===== src/rtl/id_ex_stage_pkg.sv =====
// Shared encodings and widths for the decode-to-execute pipeline register.
// Also holds the funct3 constants for the ALU and the branch unit.
package id_ex_stage_pkg;

    localparam int unsigned XLEN       = 32;
    localparam int unsigned REG_ADDR_W = 5;
    localparam int unsigned FUNC_W     = 10;

    typedef enum logic [1:0] {
        ASelRs1  = 2'd0,
        ASelPc   = 2'd1,
        ASelZero = 2'd2,
        ASelRsvd = 2'd3
    } a_sel_e;

    typedef enum logic {
        BSelRs2 = 1'b0,
        BSelImm = 1'b1
    } b_sel_e;

    // ALU funct3 decodes
    localparam logic [2:0] F3_ADD_SUB     = 3'b000;
    localparam logic [2:0] F3_SHIFT_LEFT  = 3'b001;
    localparam logic [2:0] F3_XOR         = 3'b100;
    localparam logic [2:0] F3_SHIFT_RIGHT = 3'b101;
    localparam logic [2:0] F3_OR          = 3'b110;
    localparam logic [2:0] F3_AND         = 3'b111;

    // Branch funct3 decodes
    localparam logic [2:0] F3_BEQ  = 3'b000;
    localparam logic [2:0] F3_BNE  = 3'b001;
    localparam logic [2:0] F3_BLT  = 3'b100;
    localparam logic [2:0] F3_BGE  = 3'b101;
    localparam logic [2:0] F3_BLTU = 3'b110;
    localparam logic [2:0] F3_BGEU = 3'b111;

    // Two's-complement negation; wraps so the most negative value maps to itself.
    function automatic logic [XLEN-1:0] twos_negate(input logic [XLEN-1:0] v);
        return ~v + XLEN'(1);
    endfunction

endpackage


===== src/rtl/id_ex_stage_forward_mux.sv =====
// Operand forwarding mux for one source register: EX/MEM beats MEM/WB, x0 never forwards.
// exm_match flags an EX/MEM hit so the parent can detect load-use hazards.
module operand_forward_mux
    import id_ex_stage_pkg::*;
#(
    parameter int unsigned Width = XLEN,
    parameter int unsigned AddrW = REG_ADDR_W
) (
    input  logic [AddrW-1:0] addr,
    input  logic [Width-1:0] stored_val,
    input  logic             exm_reg_write,
    input  logic [AddrW-1:0] exm_rd_addr,
    input  logic [Width-1:0] exm_result,
    input  logic             wb_reg_write,
    input  logic [AddrW-1:0] wb_rd_addr,
    input  logic [Width-1:0] wb_result,
    output logic [Width-1:0] fwd_val,
    output logic             exm_match
);

    logic addr_nonzero;
    logic wb_match;

    assign addr_nonzero = (addr != '0);
    assign exm_match    = exm_reg_write & (exm_rd_addr == addr) & addr_nonzero;
    assign wb_match     = wb_reg_write & (wb_rd_addr == addr) & addr_nonzero;

    always_comb begin
        fwd_val = stored_val;
        if (exm_match) begin
            fwd_val = exm_result;
        end else if (wb_match) begin
            fwd_val = wb_result;
        end
    end

endmodule


===== src/rtl/id_ex_stage.sv =====
// ID/EX pipeline register feeding the ALU: single-entry storage, operand forwarding,
// load-use bubble insertion and SUB negation of operand b.
module id_ex_stage
    import id_ex_stage_pkg::*;
(
    input  logic                  clk,
    input  logic                  rst,
    input  logic                  flush,
    input  logic                  in_valid,
    output logic                  in_ready,
    input  logic [XLEN-1:0]       in_pc,
    input  logic [XLEN-1:0]       in_rs1_val,
    input  logic [XLEN-1:0]       in_rs2_val,
    input  logic [XLEN-1:0]       in_imm,
    input  logic [REG_ADDR_W-1:0] in_rs1_addr,
    input  logic [REG_ADDR_W-1:0] in_rs2_addr,
    input  logic [REG_ADDR_W-1:0] in_rd_addr,
    input  logic [FUNC_W-1:0]     in_func,
    input  logic [1:0]            in_a_sel,
    input  logic                  in_b_sel,
    input  logic                  in_sub,
    input  logic                  in_is_load,
    input  logic                  in_is_store,
    input  logic                  in_is_branch,
    input  logic                  in_reg_write,
    input  logic                  exm_reg_write,
    input  logic                  exm_is_load,
    input  logic [REG_ADDR_W-1:0] exm_rd_addr,
    input  logic [XLEN-1:0]       exm_result,
    input  logic                  wb_reg_write,
    input  logic [REG_ADDR_W-1:0] wb_rd_addr,
    input  logic [XLEN-1:0]       wb_result,
    input  logic                  out_ready,
    output logic                  out_valid,
    output logic [XLEN-1:0]       alu_bits_a,
    output logic [XLEN-1:0]       alu_bits_b,
    output logic [FUNC_W-1:0]     alu_func,
    output logic [XLEN-1:0]       out_store_data,
    output logic [XLEN-1:0]       out_pc,
    output logic [REG_ADDR_W-1:0] out_rd_addr,
    output logic                  out_reg_write,
    output logic                  out_is_load,
    output logic                  out_is_store,
    output logic                  out_is_branch
);

    logic                  full_q;
    logic [XLEN-1:0]       pc_q;
    logic [XLEN-1:0]       rs1_val_q;
    logic [XLEN-1:0]       rs2_val_q;
    logic [XLEN-1:0]       imm_q;
    logic [REG_ADDR_W-1:0] rs1_addr_q;
    logic [REG_ADDR_W-1:0] rs2_addr_q;
    logic [REG_ADDR_W-1:0] rd_addr_q;
    logic [FUNC_W-1:0]     func_q;
    a_sel_e                a_sel_q;
    b_sel_e                b_sel_q;
    logic                  sub_q;
    logic                  is_load_q;
    logic                  is_store_q;
    logic                  is_branch_q;
    logic                  reg_write_q;

    logic [XLEN-1:0] rs1_fwd;
    logic [XLEN-1:0] rs2_fwd;
    logic            rs1_exm_match;
    logic            rs2_exm_match;
    logic            load_use;
    logic            advance;
    logic            capture;
    logic [XLEN-1:0] b_raw;

    operand_forward_mux #(
        .Width(XLEN),
        .AddrW(REG_ADDR_W)
    ) u_fwd_rs1 (
        .addr         (rs1_addr_q),
        .stored_val   (rs1_val_q),
        .exm_reg_write(exm_reg_write),
        .exm_rd_addr  (exm_rd_addr),
        .exm_result   (exm_result),
        .wb_reg_write (wb_reg_write),
        .wb_rd_addr   (wb_rd_addr),
        .wb_result    (wb_result),
        .fwd_val      (rs1_fwd),
        .exm_match    (rs1_exm_match)
    );

    operand_forward_mux #(
        .Width(XLEN),
        .AddrW(REG_ADDR_W)
    ) u_fwd_rs2 (
        .addr         (rs2_addr_q),
        .stored_val   (rs2_val_q),
        .exm_reg_write(exm_reg_write),
        .exm_rd_addr  (exm_rd_addr),
        .exm_result   (exm_result),
        .wb_reg_write (wb_reg_write),
        .wb_rd_addr   (wb_rd_addr),
        .wb_result    (wb_result),
        .fwd_val      (rs2_fwd),
        .exm_match    (rs2_exm_match)
    );

    // exm_match already folds in exm_reg_write and the x0 exclusion.
    assign load_use = full_q & exm_is_load &
                      ((rs1_exm_match & (a_sel_q == ASelRs1)) |
                       (rs2_exm_match & ((b_sel_q == BSelRs2) | is_store_q)));

    assign out_valid = full_q & ~load_use & ~flush;
    assign in_ready  = ~full_q | (out_ready & ~load_use);
    assign advance   = out_valid & out_ready;
    assign capture   = in_valid & in_ready & ~flush;

    always_ff @(posedge clk) begin
        if (rst) begin
            full_q      <= 1'b0;
            pc_q        <= '0;
            rs1_val_q   <= '0;
            rs2_val_q   <= '0;
            imm_q       <= '0;
            rs1_addr_q  <= '0;
            rs2_addr_q  <= '0;
            rd_addr_q   <= '0;
            func_q      <= '0;
            a_sel_q     <= ASelRs1;
            b_sel_q     <= BSelRs2;
            sub_q       <= 1'b0;
            is_load_q   <= 1'b0;
            is_store_q  <= 1'b0;
            is_branch_q <= 1'b0;
            reg_write_q <= 1'b0;
        end else if (flush) begin
            full_q <= 1'b0;
        end else if (capture) begin
            full_q      <= 1'b1;
            pc_q        <= in_pc;
            rs1_val_q   <= in_rs1_val;
            rs2_val_q   <= in_rs2_val;
            imm_q       <= in_imm;
            rs1_addr_q  <= in_rs1_addr;
            rs2_addr_q  <= in_rs2_addr;
            rd_addr_q   <= in_rd_addr;
            func_q      <= in_func;
            a_sel_q     <= a_sel_e'(in_a_sel);
            b_sel_q     <= b_sel_e'(in_b_sel);
            sub_q       <= in_sub;
            is_load_q   <= in_is_load;
            is_store_q  <= in_is_store;
            is_branch_q <= in_is_branch;
            reg_write_q <= in_reg_write;
        end else if (advance) begin
            full_q <= 1'b0;
        end else if (full_q) begin
            // Stalled: keep whatever was forwarded so it survives the producer leaving WB.
            rs1_val_q <= rs1_fwd;
            rs2_val_q <= rs2_fwd;
        end
    end

    always_comb begin
        alu_bits_a = '0;
        case (a_sel_q)
            ASelRs1: alu_bits_a = rs1_fwd;
            ASelPc:  alu_bits_a = pc_q;
            default: alu_bits_a = '0;
        endcase
    end

    assign b_raw      = (b_sel_q == BSelImm) ? imm_q : rs2_fwd;
    // Branches compare a - b inside the ALU, so they keep b un-negated.
    assign alu_bits_b = (sub_q & ~is_branch_q) ? twos_negate(b_raw) : b_raw;

    assign alu_func       = func_q;
    assign out_store_data = rs2_fwd;
    assign out_pc         = pc_q;
    assign out_rd_addr    = rd_addr_q;
    assign out_reg_write  = reg_write_q & out_valid;
    assign out_is_load    = is_load_q & out_valid;
    assign out_is_store   = is_store_q & out_valid;
    assign out_is_branch  = is_branch_q & out_valid;

endmodule


===== config.mk =====
export PLATFORM = sky130hd
export DESIGN_NAME = id_ex_stage
export DESIGN_NICKNAME = d
export VERILOG_FILES = /design/src/rtl/id_ex_stage_pkg.sv /design/src/rtl/id_ex_stage_forward_mux.sv /design/src/rtl/id_ex_stage.sv
export SDC_FILE = /design/constraint.sdc
export NUM_CORES = 1
export LEC_CHECK = 0
export BUFFER_PORTS_ARGS = -buffer_cell sky130_fd_sc_hd__buf_2
export CORE_ASPECT_RATIO = 0.75
export CORE_MARGIN = 2
export CORE_UTILIZATION = 46
export CTS_CLUSTER_SIZE = 30
export DETAILED_ROUTE_END_ITERATION = 10
export PLACE_DENSITY = 0.8
export SLEW_MARGIN = 20
export SYNTH_ARGS = -nofsm -noshare
export SYNTH_HDL_FRONTEND = slang
export SYNTH_HIERARCHICAL = 1
export SYNTH_SLANG_ARGS = --single-unit

===== constraint.sdc =====
create_clock -name clk -period 5.3 [get_ports clk]
set_input_delay 1.325 -clock clk [delete_from_list [all_inputs] [get_ports clk]]
set_output_delay 1.325 -clock clk [all_outputs]
set_load 0.01 [all_outputs]

==> flow_metrics.env, run 1 <==
export IMPL_slew_headroom=0.190
export IMPL_synth_xor_xnor_area_share=0.0385
export IMPL_fmax_mhz=189
export IMPL_row_count=49
export IMPL_antenna_found_initial=18
export IMPL_syn_avg_cell_area_um2=8.10
export IMPL_required_ns=3.97
export IMPL_r2r_slack_ns=1.74
export IMPL_r2r_end="imm_q[5]$_SDFFE_PP0P_"
export IMPL_grt_max_degree=109
export IMPL_synth_top_family_by_area="simple AND/OR/NAND/NOR gates"
export IMPL_place_gp_congestion=0.938
export IMPL_core_area_um2=24100
export IMPL_firstDrtPassIters=7
export IMPL_path_buf_inv=5
export IMPL_hold_end="out_rd_addr[0]$_SDFFE_PP0P_"
export IMPL_slew_viol_final=0
export IMPL_hold_start="out_rd_addr[0]$_SDFFE_PP0P_"
export IMPL_dieArea_um2=26000
export IMPL_yosys_area_share_simple=0.281
export IMPL_initial_utilization=0.472
export IMPL_clockBufferDepth=2
export IMPL_cp_cell_sequence="buf_8, xnor2_2, nand4_1, buf_6, clkbuf_16, o21ai_1, a31oi_2, nor3_2, a22oi_1, buf_4, or2_4, o31ai_1, xor2_1, buf_2"
export IMPL_io_pins=392
export IMPL_layout_common_cells="386 x buf_2, 196 x nand2b_1, 159 x dfxtp_1"
export IMPL_setup_viol=1
export IMPL_cp_start_kind="input port"
export IMPL_slowest_stage="nand4_1"
export IMPL_ys_ff_latch=162
export IMPL_regToRegStartpoint="rs2_addr_q[2]$_SDFFE_PP0P_"
export IMPL_synth_ff_type="dfxtp_1"
export IMPL_power_density_nw_per_um2=243
export IMPL_placed_cell_area_um2=13700
export IMPL_postRouteAntennaNets=0
export IMPL_post_place_cells=2062
export IMPL_fp_dieW_um=185
export IMPL_hold_class="register to register"
export IMPL_grt_pass1_vias=11900
export IMPL_grt_ovfl_total=0
export IMPL_fp_dieH_um=140
export IMPL_synth_top_area_frac=0.285
export IMPL_end_kind="output port"
export IMPL_slowest_delay_ns=0.27
export IMPL_synth_edf_count=0
export IMPL_cp_top_family="buffers and inverters"
export IMPL_design_area_um2=14800
export IMPL_fin_crit_ns=5.30
export IMPL_clk_pin_slew_ns=0.07
export IMPL_ir_drop_uv=214
export IMPL_synth_fa_ha_area_frac=0.00110
export IMPL_async_reset_ff_frac=0
export IMPL_path_class="input port to output port"
export IMPL_nets=2005
export IMPL_drtIter0Drc=1161
export IMPL_post_drt_via_cell_ratio=5.94
export IMPL_area_growth_pct=30.6
export IMPL_yosysTopAreaCell="dfxtp_1"
export IMPL_clkLatencyLatePin_ns=0.44
export IMPL_ys_warn_count=6
export IMPL_io_buffer_count=391
export IMPL_grt_total_usage=0.333
export IMPL_rsz0062_at_grt="true"
export IMPL_syn_cell_area_um2=11400
export IMPL_period_share=1.00
export IMPL_synth_nets=1646
export IMPL_place_ws_ns=-0.0452
export IMPL_synth_compound_area_share=0.182
export IMPL_drc=0
export IMPL_cts_sinks=162
export IMPL_maxCapViolCount=0
export IMPL_drive_gt1_frac=0.331
export IMPL_htreeDepth=4
export IMPL_critical_path_arrival_ns=3.98
export IMPL_violations="negative setup slack"
export IMPL_finClkSkew_ns=0.0122
export IMPL_synth_area_top_cells="dfxtp_1 29%, mux2i_1 14%, nand2b_1 11%, nand3_1 5.7%, a221o_1 5.6%"
export IMPL_power_leakage_nw=6.21
export IMPL_layout_commonest_cell="buf_2"
export IMPL_synth_seq_area_share=0.285
export IMPL_hold_viol_final=0
export IMPL_grt_pass1_wl_um=67200
export IMPL_dpl_hpwl_um=33300
export IMPL_status="complete, but fails checks"
export IMPL_fin_cells=2118
export IMPL_syn_inst=1402
export IMPL_wl_per_cell_um=21.5
export IMPL_ys_types=49
export IMPL_cts_tree="yes"
export IMPL_cp_max_fo=8
export IMPL_muxShareOfSynthArea=0.142
export IMPL_total_power_w=0.00361
export IMPL_wl_um=45600
export IMPL_reg2reg_depth=11
export IMPL_vias=12600
export IMPL_cts_buffers=17
export IMPL_tightest_slew_ns=1.22
export IMPL_hold_depth=2
export IMPL_layout_setup_ws_ns=-0.00123
export IMPL_clockRootBuffer="clkbuf_16"
[report_power, final]
part	leakage [nW]	total [W]	switching, W	internal, W
clock	0.288	0.00131	0.000587	0.000723
combinational	4.60	0.000957	0.000540	0.000417
sequential	1.33	0.00134	0.0000628	0.00128
total	6.21	0.00361	0.00119	0.00242
[stage by stage]
stage | hold slack (ns) | util | setup TNS, ns
floorplan | 0.444 | - | 0
global placement | 0.454 | 0.569 | 0
detailed placement | 0.461 | 0.569 | -0.160
CTS | 0.477 | 0.594 | 0
global route | 0.489 | 0.615 | -1.30
finish | 0.471 | 0.616 | -0.00123
[cells in the mapped netlist, types with 4 or more instances]
cell	count
mux2i_1	159
o21ai_1	70
buf_6	21
a221o_1	64
dfxtp_1	162
inv_1	5
nand2_1	6
nor4_1	7
o211ai_2	4
nand3_1	129
and2_1	70
nand2b_1	196
buf_4	7
nor2_1	52
clkbuf_1	85
a21oi_1	80
nor3_1	77
buf_2	28
xnor2_1	40
xor2_1	10
o31ai_1	5
nand4_1	4
a31oi_1	73
[cells by family after synthesis]
logic type      Yosys count
mux                     161
simple gates            565
buf+inv                 153
compound gates          310
xor+xnor                 50
flops                   162
fa+ha+maj                 1
[repair_timing]
action | 4_1_cts | 5_1_grt
setup buffers | 0 | 8
resized for setup | 2 | 68
hold buffers | 0 | 0
pin swaps | 0 | 17
endpoints found under the hold margin | 0 | 0
setup endpoints to repair | 11 | 28
gates cloned | 0 | 3
[worst reg2reg max path: cells and delay by family, from the launching register on]
family / cells / cell delay (ns)
flops: 1 / 0.40
simple gates: 2 / 0.82
compound gates: 4 / 0.79
buf+inv: 4 / 1.17
mux: 1 / 0.30
[registers in the layout, summed over array words and instances (netlist names)]
| signal | cells |
|---|---|
| out_rd_addr | 5 |
| is_branch_q | 1 |
| out_pc | 32 |
| is_load_q | 1 |
| alu_func | 10 |
| reg_write_q | 1 |
| rs1_addr_q | 5 |
| full_q | 1 |
| a_sel_q | 2 |
| rs2_val_q | 32 |
| rs1_val_q | 32 |
| imm_q | 32 |
| rs2_addr_q | 5 |
| sub_q | 1 |
| is_store_q | 1 |
| b_sel_q | 1 |
[area by class of cell]
cell class	instances	area (um^2)
antenna	13	32.5
tap	331	414
sequential	162	3250
fill	2169	9250
clock inverter	14	166
inverter	9	33.8
multi-input combinational	1087	7670
clock buffer	18	439
timing repair buffer	484	2840
[how the worst max path moves through the flow]
stage,cells past startpoint,slack [ns],endpoint,start
2_1_floorplan,11,0.26,alu_bits_b[14],wb_rd_addr[0]
5_1_grt,13,-0.13,alu_bits_b[29],wb_rd_addr[0]
4_1_cts,14,0.02,alu_bits_b[22],wb_rd_addr[1]
6_report,14,-0.001,alu_bits_b[21],wb_rd_addr[0]
3_3_place_gp,13,0.02,alu_bits_b[21],exm_rd_addr[4]
3_5_place_dp,14,-0.05,alu_bits_b[30],exm_rd_addr[3]
[layer usage]
layer  vias up  track usage  wire length (um)
met5         -            0               100
met4        16        0.127              1530
met3       133       0.0918              4550
met2       707        0.544             20900
met1      5912        0.417             18500
li1       5805            -                 -
No activity file was read; power rests on OpenSTA's default activity.
==> inputs of run 2 (changes only) <==
--- a/config.mk
+++ b/config.mk
@@ -11,7 +11,7 @@
 export CORE_UTILIZATION = 46
 export CTS_CLUSTER_SIZE = 30
 export DETAILED_ROUTE_END_ITERATION = 10
-export PLACE_DENSITY = 0.8
+export PLACE_DENSITY = 0.81
 export SLEW_MARGIN = 20
 export SYNTH_ARGS = -nofsm -noshare
 export SYNTH_HDL_FRONTEND = slang
==> run 2 against run 1 <==
Effect of this change:
- the run now ends clean
- critical path type unchanged
- final cell count fell by 0.71%
- largest power group unchanged
- sequential cell count did not move
- critical path depth did not move
==> flow_metrics.env, run 2 (synthesis results as in run 1) <==
export IMPL_status="finished, final reports clean"
export IMPL_drtIter0Drc=1309
export IMPL_hold_depth=2
export IMPL_initial_utilization=0.472
export IMPL_cp_max_fo=22
export IMPL_grt_util_met2=0.543
export IMPL_htreeDepth=4
export IMPL_area_growth_pct=27.0
export IMPL_dieArea_um2=26000
export IMPL_nets=1996
export IMPL_clockRootBuffer="clkbuf_16"
export IMPL_r2r_slack_ns=1.72
export IMPL_cts_buffers=17
export IMPL_io_buffer_count=391
export IMPL_row_count=49
export IMPL_post_drt_via_cell_ratio=5.99
export IMPL_tightest_slew_ns=1.09
export IMPL_busiest_layer="met2"
export IMPL_place_gp_congestion=0.933
export IMPL_firstDrtPassIters=6
export IMPL_grt_met3_usage=0.0809
export IMPL_layout_common_cells="390 x buf_2, 196 x nand2b_1, 159 x mux2i_1, 159 x dfxtp_1, 129 x nand3_1"
export IMPL_rsz0062_at_grt="true"
export IMPL_ir_drop_uv=220
export IMPL_layout_commonest_cell="buf_2"
export IMPL_io_pins=392
export IMPL_placed_cell_area_um2=13700
export IMPL_finClkSkew_ns=0.0105
export IMPL_period_share=0.999
export IMPL_cp_start_kind="input port"
export IMPL_hold_viol_final=0
export IMPL_dpl_hpwl_um=33300
export IMPL_grt_pass1_wl_um=67000
export IMPL_clockBufferDepth=2
export IMPL_grt_max_degree=135
export IMPL_grtUsageMet1=0.429
export IMPL_wl_per_cell_um=21.6
export IMPL_end_kind="output port"
export IMPL_power_leakage_nw=6.06
export IMPL_drc=0
export IMPL_fp_dieH_um=140
export IMPL_hold_end="alu_func[0]$_SDFFE_PP0P_"
export IMPL_core_area_um2=24100
export IMPL_vias=12600
export IMPL_power_density_nw_per_um2=237
export IMPL_cts_sinks=162
export IMPL_clk_pin_slew_ns=0.06
export IMPL_slew_viol_final=0
export IMPL_hold_class="register to register"
export IMPL_fin_crit_ns=5.29
export IMPL_slew_headroom=0.274
export IMPL_required_ns=3.97
export IMPL_fp_dieW_um=185
export IMPL_grt_pass1_vias=11800
export IMPL_total_power_w=0.00343
export IMPL_grt_total_usage=0.334
export IMPL_wl_um=45400
export IMPL_drive_gt1_frac=0.315
export IMPL_holdBufCountCts=0
export IMPL_fmax_mhz=189
export IMPL_critical_path_arrival_ns=3.97
export IMPL_clkLatencyLatePin_ns=0.44
export IMPL_path_class="input port to output port"
export IMPL_maxCapViolCount=0
export IMPL_setup_viol=0
export IMPL_cts_tree="yes"
export IMPL_antenna_found_initial=12
export IMPL_grt_ovfl_total=0
export IMPL_reg2reg_depth=10
export IMPL_hold_start="alu_func[0]$_SDFFE_PP0P_"
export IMPL_postRouteAntennaNets=0
export IMPL_regToRegStartpoint="rs2_addr_q[2]$_SDFFE_PP0P_"
export IMPL_design_area_um2=14400
export IMPL_r2r_end="rs2_val_q[31]$_SDFFE_PP0P_"
## run 2: how the worst max path moves through the flow
stage / startpoint / end / slack [ns] / depth (start not counted)
floorplan: wb_rd_addr[0] / alu_bits_b[14] / 0.26 / 11
global placement: exm_rd_addr[2] / alu_bits_b[30] / 0.02 / 14
detailed placement: exm_rd_addr[4] / alu_bits_b[24] / -0.09 / 14
CTS: wb_rd_addr[3] / alu_bits_b[31] / 0.01 / 14
global route: wb_rd_addr[2] / alu_bits_b[22] / -0.14 / 14
finish: wb_rd_addr[2] / alu_bits_b[31] / 0.005 / 14
## run 2: critical path, cell delays in order
cell and delay (ns):
buf_2 0.12, xnor2_1 0.21, nand4_1 0.21, buf_12 0.22
o21ai_1 0.16, a31oi_1 0.16, nor4_2 0.36, a22oi_1 0.15
buf_4 0.18, nor3_4 0.21, buf_12 0.15, a31oi_2 0.11
xnor2_1 0.22, buf_2 0.16
## run 2: power by group
group	internal [W]	switching (W)	total [W]
sequential	0.00128	0.0000588	0.00134
clock	0.000618	0.000534	0.00115
combinational	0.000403	0.000532	0.000935
total	0.00230	0.00112	0.00343
## run 2: per-stage QoR
stage | utilization | hold slack, ns | cells | setup TNS (ns) | worst slack, ns
after floorplan | - | 0.444 | 1402 | 0 | 0.257
after global placement | 0.568 | 0.454 | 2060 | 0 | 0.0189
after detailed placement | 0.568 | 0.462 | 2060 | -0.516 | -0.0932
after CTS | 0.591 | 0.471 | 2091 | 0 | 0.0103
after global routing | 0.598 | 0.491 | 2097 | -1.31 | -0.141
final | 0.599 | 0.466 | 2103 | 0 | 0.00532
## run 2: cell type report
cell class                 instances  area, um^2
antenna                            8        20.0
clock buffer                      21         460
clock inverter                    10        62.6
fill                            2173        9660
inverter                           9        33.8
multi-input combinational       1087        7490
sequential                       162        3250
tap                              331         414
timing repair buffer             475        2700
## run 2: routing by layer
metal  share of wire  wire (um)
met5          0.0015         69
met1            0.40      18300
met3            0.10       4590
met4           0.031       1420
met2            0.46      21000
## run 2: repair_timing
action,4_1_cts,5_1_grt
endpoints found under the setup margin,12,22
buffers inserted,0,3
gates cloned,0,1
pin swaps,0,7
gates resized for setup,4,25
==> inputs of run 3 (changes only) <==
--- a/config.mk
+++ b/config.mk
@@ -11,9 +11,8 @@
 export CORE_UTILIZATION = 46
 export CTS_CLUSTER_SIZE = 30
 export DETAILED_ROUTE_END_ITERATION = 10
-export PLACE_DENSITY = 0.81
+export PLACE_DENSITY = 0.84
 export SLEW_MARGIN = 20
 export SYNTH_ARGS = -nofsm -noshare
 export SYNTH_HDL_FRONTEND = slang
-export SYNTH_HIERARCHICAL = 1
 export SYNTH_SLANG_ARGS = --single-unit
==> run 3 against run 2 <==
Effect of this change:
- the run now ends with negative setup slack left
- synthesized cell count decreased by 8.8%
- area after synthesis decreased by 14%
- wire length decreased by 9.7%
- maximum frequency decreased by 2.6%
- register-to-register slack about the same
==> flow_metrics.env, run 3 <==
export IMPL_synth_nets=1522
export IMPL_nets=1927
export IMPL_grt_pass1_wl_um=57900
export IMPL_drtIter0Drc=1046
export IMPL_cts_buffers=17
export IMPL_clockBufferDepth=2
export IMPL_cp_max_fo=10
export IMPL_violations="negative setup slack"
export IMPL_ys_ff_latch=162
export IMPL_synth_edf_count=0
export IMPL_tightest_slew_ns=1.21
export IMPL_layout_common_cells="386 x buf_2, 242 x nand2_1, 161 x dfxtp_1"
export IMPL_core_area_um2=21000
export IMPL_row_count=46
export IMPL_design_area_um2=13900
export IMPL_antenna_found_initial=5
export IMPL_cts_sinks=162
export IMPL_synth_area_top_cells="dfxtp_1 33%, mux2i_1 16%, nand2_1 9.3%, a21oi_1 5.8%, a211oi_1 4.9%"
export IMPL_power_leakage_nw=5.74
export IMPL_clk_pin_slew_ns=0.06
export IMPL_fin_crit_ns=5.43
export IMPL_ys_types=52
export IMPL_drc=0
export IMPL_syn_avg_cell_area_um2=7.64
export IMPL_fin_cells=1985
export IMPL_period_share=1.03
export IMPL_ir_drop_uv=185
export IMPL_maxCapViolCount=0
export IMPL_rsz0062_at_grt="true"
export IMPL_reg2reg_depth=12
export IMPL_area_growth_pct=42.3
export IMPL_status="complete, but fails checks"
export IMPL_post_place_cells=1922
export IMPL_finClkSkew_ns=0.0167
export IMPL_grt_total_usage=0.334
export IMPL_clockRootBuffer="clkbuf_16"
export IMPL_critical_path_arrival_ns=4.11
export IMPL_final_core_util=0.661
export IMPL_yosysTopAreaCell="dfxtp_1"
export IMPL_ys_warn_count=0
export IMPL_postRouteAntennaNets=0
export IMPL_drive_gt1_frac=0.369
export IMPL_async_reset_ff_frac=0
export IMPL_layout_commonest_cell="buf_2"
export IMPL_total_power_w=0.00359
export IMPL_hold_class="register to register"
export IMPL_slew_viol_final=0
export IMPL_power_density_nw_per_um2=258
export IMPL_setup_viol=18
export IMPL_required_ns=3.97
export IMPL_wl_um=41000
export IMPL_grt_pass1_vias=10700
export IMPL_syn_inst=1278
export IMPL_io_buffer_count=391
export IMPL_cts_tree="yes"
export IMPL_synth_top_area_frac=0.332
export IMPL_dpl_hpwl_um=29300
export IMPL_htreeDepth=4
export IMPL_hold_depth=2
export IMPL_firstDrtPassIters=7
export IMPL_fp_dieW_um=172
export IMPL_synth_most_common_cell="nand2_1"
export IMPL_slew_headroom=0.196
export IMPL_wl_per_cell_um=20.6
export IMPL_synth_seq_area_share=0.332
export IMPL_io_pins=392
export IMPL_fmax_mhz=184
export IMPL_placed_cell_area_um2=12400
export IMPL_holdBufCountCts=0
export IMPL_syn_cell_area_um2=9760
export IMPL_synth_ff_type="dfxtp_1"
export IMPL_layout_setup_ws_ns=-0.135
export IMPL_fp_dieH_um=130
export IMPL_end_kind="output port"
export IMPL_place_gp_congestion=0.964
export IMPL_hold_viol_final=0
export IMPL_synth_common_cells="243 x nand2_1, 162 x dfxtp_1, 153 x mux2i_1, 121 x nor2_1, 114 x a21oi_1"
export IMPL_clkLatencyLatePin_ns=0.43
export IMPL_holdWs_ns=0.454
export IMPL_grt_max_degree=138
export IMPL_path_class="input port to output port"
export IMPL_cp_start_kind="input port"
export IMPL_dieArea_um2=22400
export IMPL_vias=11800
export IMPL_post_drt_via_cell_ratio=5.93
export IMPL_grt_ovfl_total=0
export IMPL_initial_utilization=0.465
## run 3: final cells by class
class,instances,area (um^2)
antenna,2,5.00
clock buffer,19,453
clock inverter,12,123
fill,1729,7110
inverter,9,33.8
multi-input combinational,991,6640
sequential,162,3240
tap,288,360
timing repair buffer,502,3040
## run 3: where the power goes
group	internal (W)	leakage [nW]	total [W]	switching, W
clock network	0.000680	0.273	0.00125	0.000566
registers	0.00129	1.33	0.00134	0.0000568
logic	0.000430	4.14	0.00100	0.000570
## run 3: cell families after synthesis
group           share of synthesized area
fa+ha+maj                         0.00128
xor+xnor                           0.0449
mux                                 0.160
flops                               0.332
simple gates                        0.213
buf+inv                            0.0522
compound gates                      0.196
## run 3: what timing repair did
| action | in CTS | in global routing |
|---|---|---|
| gates resized for setup | 32 | 91 |
| hold endpoints to repair | 0 | 0 |
| setup buffers | 6 | 22 |
| pin swaps | 10 | 37 |
| setup endpoints to repair | 24 | 24 |
| cloned | 0 | 2 |
## run 3: worst paths after layout
kind                                     from                           to  slack [ns]
setup reg to reg   rs2_addr_q[1]$_SDFFE_PP0P_        imm_q[1]$_SDFFE_PP0P_        1.71
hold reg to reg   out_rd_addr[3]$_SDFFE_PP0P_  out_rd_addr[3]$_SDFFE_PP0P_        0.45
setup / recovery               exm_rd_addr[3]               alu_bits_b[29]       -0.13
hold / removal    out_rd_addr[3]$_SDFFE_PP0P_  out_rd_addr[3]$_SDFFE_PP0P_        0.45
## run 3: critical path, cell delays in order
cell,delay (ns)
buf_2,0.12
xnor2_1,0.19
nand4_1,0.18
buf_4,0.23
or2_4,0.30
buf_4,0.19
a311oi_2,0.29
a211oi_2,0.07
buf_4,0.18
nand4_1,0.07
buf_4,0.16
nor2_2,0.05
buf_4,0.18
a41oi_1,0.27
xnor2_1,0.15
buf_2,0.14
## run 3: stage by stage
stage	TNS, ns	setup WS, ns
floorplan	0	0.0226
CTS	-0.0474	-0.0323
global placement	-0.427	-0.117
detailed placement	-4.58	-0.290
global route	-4.05	-0.265
finish	-1.11	-0.135
## run 3: routing by layer
| layer | share of wire | vias up | wire length, um | track usage |
|---|---|---|---|---|
| met4 | 0.045 | 6 | 1860 | 0.133 |
| met1 | 0.38 | 5514 | 15700 | 0.395 |
| met2 | 0.48 | 734 | 19700 | 0.590 |
| met5 | 0.00083 | - | 34 | 0 |
| met3 | 0.089 | 180 | 3650 | 0.0767 |
| li1 | - | 5344 | - | - |
